==> src/rtl/median_pkg.sv <==
// Shared types and constants for the median window sink.
// Optional feature macro: ADAPTIVE_MEDIAN_EN (see median_window_sink.sv).
package median_pkg;

  typedef enum logic [1:0] {
    IDLE  = 2'd0,
    RUN   = 2'd1,
    DRAIN = 2'd2,
    DONE  = 2'd3
  } state_t;

  localparam int unsigned PIX_W   = 8;
  localparam int unsigned COORD_W = 10;

  localparam logic [PIX_W-1:0] SALT   = 8'd255;
  localparam logic [PIX_W-1:0] PEPPER = 8'd0;

endpackage

==> src/rtl/median_window_sink_sort3.sv <==
// Combinational min/mid/max of three unsigned pixels.
module sort3
  import median_pkg::*;
(
  input  logic [PIX_W-1:0] a,
  input  logic [PIX_W-1:0] b,
  input  logic [PIX_W-1:0] c,
  output logic [PIX_W-1:0] lo,
  output logic [PIX_W-1:0] mid,
  output logic [PIX_W-1:0] hi
);

  logic [PIX_W-1:0] lo_ab, hi_ab, hi_ab_c_lo;

  always_comb begin
    lo_ab      = (a < b) ? a : b;
    hi_ab      = (a < b) ? b : a;
    hi_ab_c_lo = (hi_ab < c) ? hi_ab : c;
    lo         = (lo_ab < c) ? lo_ab : c;
    hi         = (hi_ab < c) ? c : hi_ab;
    mid        = (lo_ab < hi_ab_c_lo) ? hi_ab_c_lo : lo_ab;
  end

endmodule

==> src/rtl/median_window_sink.sv <==
// 3x3 window consumer: 3-stage median sorting network, raster order check, frame done.
// Optional: define ADAPTIVE_MEDIAN_EN to filter only salt/pepper centres.
module median_window_sink
  import median_pkg::*;
#(
  parameter int unsigned WIDTH  = 430,
  parameter int unsigned HEIGHT = 554,
  parameter int unsigned CNT_W  = 18
) (
  input  logic               clk,
  input  logic               rst,
  input  logic               start,
  input  logic               win_valid,
  output logic               win_ready,
  input  logic [COORD_W-1:0] Row_i,
  input  logic [COORD_W-1:0] Col_i,
  input  logic [PIX_W-1:0]   D0,
  input  logic [PIX_W-1:0]   D1,
  input  logic [PIX_W-1:0]   D2,
  input  logic [PIX_W-1:0]   D3,
  input  logic [PIX_W-1:0]   D4,
  input  logic [PIX_W-1:0]   D5,
  input  logic [PIX_W-1:0]   D6,
  input  logic [PIX_W-1:0]   D7,
  input  logic [PIX_W-1:0]   D8,
  output logic               pix_valid,
  input  logic               pix_ready,
  output logic [PIX_W-1:0]   pix_data,
  output logic [COORD_W-1:0] pix_row,
  output logic [COORD_W-1:0] pix_col,
  output logic               seq_err,
  output logic               done
);

  localparam int unsigned        TOTAL    = WIDTH * HEIGHT;
  localparam logic [CNT_W-1:0]   LAST_CNT = CNT_W'(TOTAL - 1);
  localparam logic [COORD_W-1:0] LAST_COL = COORD_W'(WIDTH - 1);

  state_t state, state_nxt;

  logic en, accept, out_hs, arm;
  logic [CNT_W-1:0]   in_cnt, out_cnt;
  logic [COORD_W-1:0] exp_row, exp_col;

  logic [PIX_W-1:0] d_in [9];
  logic [PIX_W-1:0] t_lo [3], t_mid [3], t_hi [3];
  logic [PIX_W-1:0] s1_lo [3], s1_mid [3], s1_hi [3];
  logic             s1_valid, s2_valid;
  logic [COORD_W-1:0] s1_row, s1_col, s2_row, s2_col;
  logic [PIX_W-1:0] s2_a_d, s2_b_d, s2_c_d, s2_a, s2_b, s2_c;
  logic [PIX_W-1:0] med, s3_d;
  logic [PIX_W-1:0] unused_s2 [6];
  logic [PIX_W-1:0] unused_s3 [2];
`ifdef ADAPTIVE_MEDIAN_EN
  logic [PIX_W-1:0] s1_ctr, s2_ctr;
`endif

  assign en     = !pix_valid || pix_ready;
  assign accept = win_valid && win_ready;
  assign out_hs = pix_valid && pix_ready;
  assign arm    = start && (state == IDLE || state == DONE);

  always_comb begin
    d_in[0] = D0; d_in[1] = D1; d_in[2] = D2;
    d_in[3] = D3; d_in[4] = D4; d_in[5] = D5;
    d_in[6] = D6; d_in[7] = D7; d_in[8] = D8;
  end

  for (genvar g = 0; g < 3; g++) begin : g_s1
    sort3 u_row_sort (
      .a(d_in[3*g]), .b(d_in[3*g+1]), .c(d_in[3*g+2]),
      .lo(t_lo[g]), .mid(t_mid[g]), .hi(t_hi[g])
    );
  end

  sort3 u_s2_lo (.a(s1_lo[0]), .b(s1_lo[1]), .c(s1_lo[2]),
                 .lo(unused_s2[0]), .mid(unused_s2[1]), .hi(s2_a_d));
  sort3 u_s2_mid (.a(s1_mid[0]), .b(s1_mid[1]), .c(s1_mid[2]),
                  .lo(unused_s2[2]), .mid(s2_b_d), .hi(unused_s2[3]));
  sort3 u_s2_hi (.a(s1_hi[0]), .b(s1_hi[1]), .c(s1_hi[2]),
                 .lo(s2_c_d), .mid(unused_s2[4]), .hi(unused_s2[5]));
  sort3 u_s3 (.a(s2_a), .b(s2_b), .c(s2_c),
              .lo(unused_s3[0]), .mid(med), .hi(unused_s3[1]));

  // Adaptive build keeps non-impulse centres untouched; latency is unchanged.
  always_comb begin
`ifdef ADAPTIVE_MEDIAN_EN
    s3_d = (s2_ctr == SALT || s2_ctr == PEPPER) ? med : s2_ctr;
`else
    s3_d = med;
`endif
  end

  always_ff @(posedge clk or posedge rst) begin
    if (rst) begin
      s1_valid  <= 1'b0;
      s2_valid  <= 1'b0;
      pix_valid <= 1'b0;
      s1_lo     <= '{default: '0};
      s1_mid    <= '{default: '0};
      s1_hi     <= '{default: '0};
      s1_row    <= '0;
      s1_col    <= '0;
      s2_a      <= '0;
      s2_b      <= '0;
      s2_c      <= '0;
      s2_row    <= '0;
      s2_col    <= '0;
      pix_data  <= '0;
      pix_row   <= '0;
      pix_col   <= '0;
`ifdef ADAPTIVE_MEDIAN_EN
      s1_ctr    <= '0;
      s2_ctr    <= '0;
`endif
    end else if (en) begin
      s1_valid  <= accept;
      s2_valid  <= s1_valid;
      pix_valid <= s2_valid;
      if (accept) begin
        s1_lo  <= t_lo;
        s1_mid <= t_mid;
        s1_hi  <= t_hi;
        s1_row <= Row_i;
        s1_col <= Col_i;
`ifdef ADAPTIVE_MEDIAN_EN
        s1_ctr <= D4;
`endif
      end
      if (s1_valid) begin
        s2_a   <= s2_a_d;
        s2_b   <= s2_b_d;
        s2_c   <= s2_c_d;
        s2_row <= s1_row;
        s2_col <= s1_col;
`ifdef ADAPTIVE_MEDIAN_EN
        s2_ctr <= s1_ctr;
`endif
      end
      if (s2_valid) begin
        pix_data <= s3_d;
        pix_row  <= s2_row;
        pix_col  <= s2_col;
      end
    end
  end

  // Expected coordinates track the ideal raster sequence, not what arrived.
  always_ff @(posedge clk or posedge rst) begin
    if (rst) begin
      in_cnt  <= '0;
      out_cnt <= '0;
      exp_row <= '0;
      exp_col <= '0;
      seq_err <= 1'b0;
    end else if (arm) begin
      in_cnt  <= '0;
      out_cnt <= '0;
      exp_row <= '0;
      exp_col <= '0;
      seq_err <= 1'b0;
    end else begin
      if (accept) begin
        in_cnt <= in_cnt + CNT_W'(1);
        if (Row_i != exp_row || Col_i != exp_col) seq_err <= 1'b1;
        if (exp_col == LAST_COL) begin
          exp_col <= '0;
          exp_row <= exp_row + COORD_W'(1);
        end else begin
          exp_col <= exp_col + COORD_W'(1);
        end
      end
      if (out_hs) out_cnt <= out_cnt + CNT_W'(1);
    end
  end

  always_ff @(posedge clk or posedge rst) begin
    if (rst) state <= IDLE;
    else     state <= state_nxt;
  end

  always_comb begin
    state_nxt = state;
    unique case (state)
      IDLE:  if (start) state_nxt = RUN;
      RUN:   if (accept && in_cnt == LAST_CNT) state_nxt = DRAIN;
      DRAIN: if (out_hs && out_cnt == LAST_CNT) state_nxt = DONE;
      DONE:  if (start) state_nxt = RUN;
      default: state_nxt = IDLE;
    endcase
  end

  always_comb begin
    win_ready = en && (state == RUN);
    done      = (state == DONE);
  end

endmodule

==> config.mk <==
export PLATFORM = sky130hd
export DESIGN_NAME = median_window_sink
export DESIGN_NICKNAME = d
export VERILOG_FILES = /design/src/rtl/median_pkg.sv /design/src/rtl/median_window_sink_sort3.sv /design/src/rtl/median_window_sink.sv
export SDC_FILE = /design/constraint.sdc
export NUM_CORES = 1
export LEC_CHECK = 0
export CELL_PAD_IN_SITES_DETAIL_PLACEMENT = 1
export CELL_PAD_IN_SITES_GLOBAL_PLACEMENT = 2
export CORE_MARGIN = 1
export CORE_UTILIZATION = 36
export CTS_CLUSTER_DIAMETER = 40
export DETAILED_ROUTE_END_ITERATION = 8
export PLACE_DENSITY = 0.92
export SYNTH_ARGS = -nofsm -noshare
export SYNTH_HDL_FRONTEND = slang
export SYNTH_SLANG_ARGS = --single-unit
==> constraint.sdc <==
create_clock -name clk -period 8.91 [get_ports clk]
set_input_delay 1.782 -clock clk [delete_from_list [all_inputs] [get_ports clk]]
set_output_delay 1.782 -clock clk [all_outputs]
set_load 0.02 [all_outputs]
-- After elaboration in Yosys (flattened, before gate mapping)
Index checks and enable logic that the tools add are counted.
- add/sub/neg operators: 4
- magnitude comparators: 22
- equality and inequality tests: 11
- multiplexer cells: 47
- reductions and logical operators: 22
- operators with widths (cell ; number):
    $mux 8 ; 30
    $lt 8x8->1 ; 22
    $mux 18 ; 4
    $mux 10 ; 6
    $add 18x1->18 const B ; 2
    $eq 18x18->1 const B ; 2
    $add 10x1->10 const B ; 2
    $ne 10x10->1 ; 2
    $eq 10x9->1 const B ; 1
    $reduce_and 2->1 ; 5
    $reduce_bool 2->1 ; 4
    $logic_and 1x1->1 ; 6
    $mux 2 ; 3
    $pmux 2 s3 ; 1
    $eq 2x2->1 const B ; 2
    $ne 2x2->1 const B ; 2
    $logic_or 1x1->1 ; 3
    $mux 1 ; 3
    $reduce_and 3->1 ; 1
    $eq 2x1->1 const B ; 1
    $logic_not 2->1 ; 1
    $ne 2x1->1 const B ; 1
    $reduce_or 2->1 ; 1
    $logic_not 1->1 ; 1
- register bits after elaboration: 226
- output and inout port bits: 32

-- Longest topological paths before layout
Gate-level depths: netlist of run 1.
- depth after elaboration: 7
- gate-level depth with buffers: 25
- gate-level depth less buffers: 22

-- By module
From an unflattened synthesis of run 1, not the netlist that was laid out.
- cells, all modules: 1990
- area total of the unflattened synthesis: 18545.3 um^2
- by module, submodules not included (module ; times used ; cells an instance ; area an instance (um^2)):
    median_window_sink ; 1 ; 905 ; 9491.6
    sort3 (g_s1[0].u_row_sort ...) ; 4 ; 155 ; 1295.0
    sort3 (g_s1[1].u_row_sort ...) ; 3 ; 155 ; 1291.2

-- Worst setup path before layout of run 1
Ideal clock, no wire load.
- path kind: input -> register
- from: in D4[2]
- to: reg s1_mid[10] in the netlist's numbering
- arrival time: 6.550 ns
- data required time: 8.833 ns
- setup slack: 2.283 ns
- stages on the path: 24
- path buffers: 2
- cell sequence: inv_1 > ha_1 > a211oi_1 > o21ai_1 > a21oi_2 > clkbuf_1 > mux2_2 > ha_1 > o21ai_0 > a21oi_1 > o21ai_0 > nor2b_1 > a21oi_1 > buf_2 > mux2i_1 > ha_1 > a21o_1 > a21oi_1 > nor2b_1 > o21ai_0 > nand2b_1 > a311oi_4 > mux2_2 > a21oi_1
- cells in the longest elaborated chain, start to end: 6
- elaborated cells on any way between the ends: 7
- classes of those cells: order compare: 3; mux: 4
- ends and longest elaborated chain (item ; RTL line ; RTL):
    start, declared ; median_window_sink.sv:21 ; input logic [PIX_W-1:0] D4,
    $lt 8x8->1 ; median_window_sink_sort3.sv:16, median_window_sink_sort3.sv:17 ;
    $mux 8 ; median_window_sink_sort3.sv:17 ; hi_ab = (a < b) ? b : a;
    $lt 8x8->1 ; median_window_sink_sort3.sv:18 ; hi_ab_c_lo = (hi_ab < c) ? hi_ab : c;
    $mux 8 ; median_window_sink_sort3.sv:18 ;
    $lt 8x8->1 ; median_window_sink_sort3.sv:21 ; mid = (lo_ab < hi_ab_c_lo) ? hi_ab_c_lo : lo_ab;
    $mux 8 (*) ; median_window_sink_sort3.sv:21 ;
    end signal, assigned ; median_window_sink.sv:122 ; s1_mid <= t_mid;
    end, declared ; median_window_sink.sv:47 ; logic [PIX_W-1:0] s1_lo [3], s1_mid [3], s1_hi [3];
Every way passes the cells marked *; elsewhere a longest branch is shown, timed or not.
A chain may end at the register's enable or synchronous reset.

-- Final worst setup path of run 1
- from: in D4[2]
- to: reg s1_mid[15] in the netlist's numbering
Same word-level chain as after synthesis.

==> results.toml, run 1 <==
[status]
status = "completed"

[sta]
setup_violations = 0
tns_ps = 0
relSlewSlack_pct = 20.6
clock_skew_ps = 24.4
tightest_slew_ps = 1190
hold_viol = 0
fmax_ghz = 0.135
period_needed_ps = 7420
slew_violations = 0
finalCritPeriodShare_pct = 83.3
fin_hold_ws_ps = 463
rsz0062_at_grt = "no"

[die]
core-area_sq_mm = 0.0432
dieArea_sq_mm = 0.0446
row_count = 76
initial_core_util_pct = 36.5
io_pins = 129
fp.dieW_um = 211
die_h_um = 211

[job]
drv_cap = 0

[routing]
dr.pass1.iters = 5
ant_nets = 0
wl_mm = 46.5
drt_iter0_drc = 664
drc = 0
wl_per_cell_um = 18.0
viasPerCell = 5.32
vias = 13752

[synthesis]
seq_area_frac_synth_pct = 35.9
yosysWarnings = 0
syn_inst = 1852
synthesis.nets = 2111
synthTopCellsByCount = "nand2_1, dfrtp_1, ha_1"
synth_seq_cells = 226
synth_cell_type_count = 69
synth.top_cell.area_share_pct = 35.9
synth_edf_count = 0
synth_top_area_cell = "dfrtp_1"
synth.area.top_cells = "dfrtp_1, ha_1, nand2_1, o21ai_0, mux2_2"
synth_area_sq_mm = 0.0158
synthMostInstantiatedCell = "nand2_1"
ys.flop_type = "dfrtp_1"
async_reset_ff_share_pct = 100
synth.avg_cell_area_sq_um = 8.51

[placed_design]
dp_hpwl_mm = 35.2
numPortBuffers = 128
dp_cells = 2509
place_congestion = 0.877
place_area_sq_mm = 0.0176

[cells_and_area]
regArea_sq_mm = 0.00566
final_area_sq_mm = 0.0191
synthToLayoutAreaGrowth_pct = 21.2
drive_above_1_share_pct = 9.05
final_cells = 2586
multi_input_area_sq_mm = 0.00930
fin_nets = 2226
fillers = 5083

[setup_path]
cp.required_ps = 9360
critical_path.max_stage_delay_ps = 550
cp_cell_sequence = "clkdlybuf4s50_1 > inv_1 > ha_1 > a211oi_1 > o21ai_1 > a21oi_2 > buf_4 > mux2_2 > ha_1 > o21ai_0 > a21oi_1 > o21ai_0 > nor2b_1 > a21oi_2 > mux2i_1 > ha_1 > a21o_1 > a21oi_1 > nor2b_1 > o21ai_0 > nand2b_1 > a311oi_4 > mux2_2 > a21oi_1"
cp.arrival_ps = 7870
slowest_stage = "a21oi_2"
worst-path-buf-inv = 3
worstPathMaxFanout = 15
crit_path_end_kind = "flop"
worstSetupPathType = "primary input to flop"
cp_top_family = "compound AO/OA/AOI/OAI gates"
critPathLaunchType = "primary input"

[clock_network]
cts_buffers = 41
postCtsSetupRepairBufs = 0
clk_latency_ps = 540
htreeDepth = 2
cts-root-buf = "clkbuf_16"
postCtsHoldBufs = 0
cts.path.max_buffers = 3
tritoncts = "done"
clock-sinks = 226
cts.clk_slew.worst_paths_ps = 60
cts_resized = 0

[global_route]
antenna_found_initial = 1
grt.overflow.total = 0
grt_max_degree = 120
track_usage_pct = 21.0
grt_pass1_vias = 14642
grt_first_pass_wirelength_mm = 75.9

[power_and_ir_drop]
finalPower_w = 0.00709
power.switching_w = 0.00315
max-vdd-ir-drop_mv = 0.188
seq_power_share_pct = 24.6
p_int_w = 0.00394
p_comb_share_pct = 52.6
switching_share_pct = 44.5
clkPwrFrac_pct = 22.8
leakagePower_nw = 9.14
power_density_mw_per_mm2 = 371

[min_path]
hold_class = "flop to flop"
==> cell usage in the layout (no fill, tap or decap), types with 29 or more instances in the layout <==
cell / synthesis / layout
a21oi_1: 113 / 111
a21o_1: 33 / 33
ha_1: 162 / 162
inv_1: 145 / 144
clkdlybuf4s50_1: 0 / 128
mux2i_1: 54 / 54
xor2_1: 38 / 38
o21ai_0: 138 / 138
mux2_2: 61 / 61
dfrtp_1: 226 / 226
nand2_1: 340 / 339
nor2_1: 155 / 155
nand4_1: 29 / 29
clkbuf_16: 0 / 42
nand3_1: 34 / 34
==> layer usage <==
layer	vias to the layer above	track usage [%]	part of all wire (%)
li1	6657	-	-
met3	80	2.63	3.1
met5	-	0	0
met1	6813	27.6	46
met2	202	35.8	48
met4	0	6.42	2.6
==> per-stage QoR <==
stage	worst slack, ps	utilization [%]
detailed placement	995	40.9
finish	1490	44.2
global placement	1280	40.9
global route	1120	44.2
floorplan	937	-
CTS	1550	44.2
==> worst min-delay path: cells and delay by family (launching register included) <==
family,cells,cell delay (ps)
simple gates,2,100
flops,1,340
==> cell families (layout without fill, tap and decap cells) <==
logic type               count (synthesis)  in the layout  share of synthesized area (%)
AO/OA/AOI/OAI                          402            402                           16.0
XOR/XNOR                                63             63                           3.50
adder cells (fa/ha/maj)                162            162                           12.9
buffers and inverters                  217            365                           5.20
flip-flops                             226            226                           35.9
multiplexers                           119            119                           8.07
other                                    0              1                              0
AND/OR/NAND/NOR                        663            663                           18.4
==> registers in the layout (all words and copies together) (netlist names), 18 cells and up <==
signal and flops:
in_cnt 18, s1_lo 24, s1_mid 24, s1_hi 24, out_cnt 18
==> area by class of cell <==
cell class              instances  area share (%)
clock buffers                  49            5.96
well taps                     585            3.83
flip-flops and latches        226            29.6
clock inverters                27            1.63
repair buffers                144            7.34
diodes                          1          0.0131
multi-input cells            1409            48.7
inverters                     145            2.89
==> final timing paths <==
kind	slack [ps]	depth (start not counted)	endpoint	from
worst max-delay path	1490	24	s1_mid[15]	D4[2]
worst min-delay path	460	2	pix_row[7]	s2_row[7]
worst max register to register	2290	21	s2_b[1]	s1_mid[18]
worst min register to register	460	2	pix_row[7]	s2_row[7]
max in group asynchronous	5630	3	out_cnt[11]	rst
min in group asynchronous	1810	2	pix_row[9]	rst
==> power by group through the flow <==
stage	combinational [W]	clock, W	sequential, W
final	0.00373	0.00162	0.00175
after global routing	0.00417	0.00169	0.00179
after CTS	0.00373	0.00164	0.00174
after detailed placement	0.00368	0	0.00175
after global placement	0.00347	0	0.00174
after floorplan	0.00264	0	0.00165
(Power assumes the default switching activity.)
==> run 2: changes to the inputs <==
- clock period: 8.91 -> 7.4 ns (I/O delays scaled with it)
==> run 2 against run 1 <==
Effect of this change: sequential power increased by 19%; first-iteration DRC count decreased by 1.8%; worst setup slack got worse by 740 ps; global-route usage increased by 0.077 points; wire length decreased by 1.8%; final cell count increased by 0.15%; largest cell class unchanged; die area unchanged; utilization increased by 0.23 points; clock skew decreased by 3.7 ps.
==> results.toml, run 2 (same netlist as run 1, synthesis figures left out) <==
[status]
status = "completed"

[min_path]
hold-path-cell-count = 2
hold_class = "flop to flop"

[cells_and_area]
drive_above_1_share_pct = 9.23
fin_nets = 2231
utilization_pct = 44.5
reg_top3 = "s1_hi (24), s1_lo (24), s1_mid (24)"
fillers = 5098
most-common-layout-cells = "nand2_1, dfrtp_1, ha_1"
synthToLayoutAreaGrowth_pct = 21.8
num_antenna_cells = 0
final_cells = 2590
final_common_cell = "nand2_1"

[setup_path]
critPathLaunchType = "primary input"
cp.required_ps = 7880
rr_worst_depth = 22
worstSetupPathType = "primary input to flop"
rrSetupSlack_ps = 1300
crit_path_end_kind = "flop"
cp.arrival_ps = 7130
worstPathMaxFanout = 24

[clock_network]
clock-sinks = 226
cts_buffers = 41
cts-root-buf = "clkbuf_16"
cts.clk_slew.worst_paths_ps = 50
htreeDepth = 2
cts_resized = 0
postCtsHoldBufs = 0
postCtsSetupRepairBufs = 0
tritoncts = "done"
clk_latency_ps = 560
cts.path.max_buffers = 3

[sta]
clock_skew_ps = 20.7
fmax_ghz = 0.150
hold_viol = 0
relSlewSlack_pct = 31.1
rsz0062_at_grt = "no"
slew_violations = 0
period_needed_ps = 6650
tightest_slew_ps = 1030
setup_violations = 0
tns_ps = 0
finalCritPeriodShare_pct = 89.9

[die]
core-area_sq_mm = 0.0432
die_h_um = 211
row_count = 76
fp.dieW_um = 211
initial_core_util_pct = 36.5
io_pins = 129
dieArea_sq_mm = 0.0446

[routing]
wl_mm = 45.7
drc = 0
vias = 13696
dr.pass1.iters = 5
ant_nets = 0
drt_iter0_drc = 652
viasPerCell = 5.29
wl_per_cell_um = 17.6

[job]
drv_cap = 0

[power_and_ir_drop]
power_density_mw_per_mm2 = 450
finalPower_w = 0.00864
leakagePower_nw = 9.16
max-vdd-ir-drop_mv = 0.198

[global_route]
grt_max_degree = 96
grt.overflow.total = 0
track_usage_pct = 21.1
grt_first_pass_wirelength_mm = 75.4
grt_pass1_vias = 14560
antenna_found_initial = 0

[placed_design]
dp_hpwl_mm = 35.3
dp_cells = 2514
place_congestion = 0.883
numPortBuffers = 128
## run 2: metal layers
metal	vias up	global-route usage [%]	wire (um)	share of wire, %
met5	-	0	0	0
met4	0	6.27	1170	2.6
met3	85	3.21	1600	3.5
met2	214	35.7	21700	47
met1	6717	27.6	21200	46
li1	6680	-	-	-
## run 2: where the power goes
group / leakage (nW) / internal, W / switching [W]
sequential: 2.90 / 0.00167 / 0.000418
clock: 0.723 / 0.00136 / 0.000704
combinational: 5.54 / 0.00183 / 0.00266
total: 9.16 / 0.00485 / 0.00379
## run 2: area by class of cell
| type | count | area [sq um] | share of cell area (%) |
|---|---|---|---|
| clock buffers | 47 | 1090 | 5.67 |
| well taps | 585 | 732 | 3.81 |
| clock inverters | 29 | 427 | 2.22 |
| repair buffers | 149 | 1440 | 7.50 |
| flip-flops and latches | 226 | 5660 | 29.5 |
| multi-input cells | 1409 | 9300 | 48.5 |
| inverters | 145 | 548 | 2.86 |
## run 2: final timing paths
| kind | to | from |
|---|---|---|
| min in group asynchronous | pix_valid | rst |
| min reg2reg | pix_col[4] | s2_col[4] |
| max in group asynchronous | s1_hi[2] | rst |
| max | s1_mid[12] | D4[2] |
| min | pix_col[4] | s2_col[4] |
| max reg2reg | s2_b[7] | s1_mid[10] |
## run 2: worst max-delay path: stages
cell and delay (ps):
clkdlybuf4s50_1 480, inv_1 60, ha_1 290, a211oi_1 220
o21ai_1 100, a21oi_2 120, buf_4 270, mux2_2 410
ha_1 310, nand4_1 130, a21oi_1 190, o21ai_0 110
nor2b_1 170, a21oi_2 430, buf_4 250, mux2i_1 290
ha_1 290, a21oi_1 130, nor2b_1 60, o21ai_0 170
nand2b_1 120, a311oi_4 460, mux2_2 390, a21oi_1 160
## run 2: per-stage QoR
step / instance area, sq um / setup slack [ps] / hold slack, ps
floorplan: 15800 / 1070 / 439
global placement: 17700 / 446 / 449
detailed placement: 17700 / 229 / 459
CTS: 19200 / 817 / 471
global route: 19200 / 296 / 492
finish: 19200 / 751 / 466
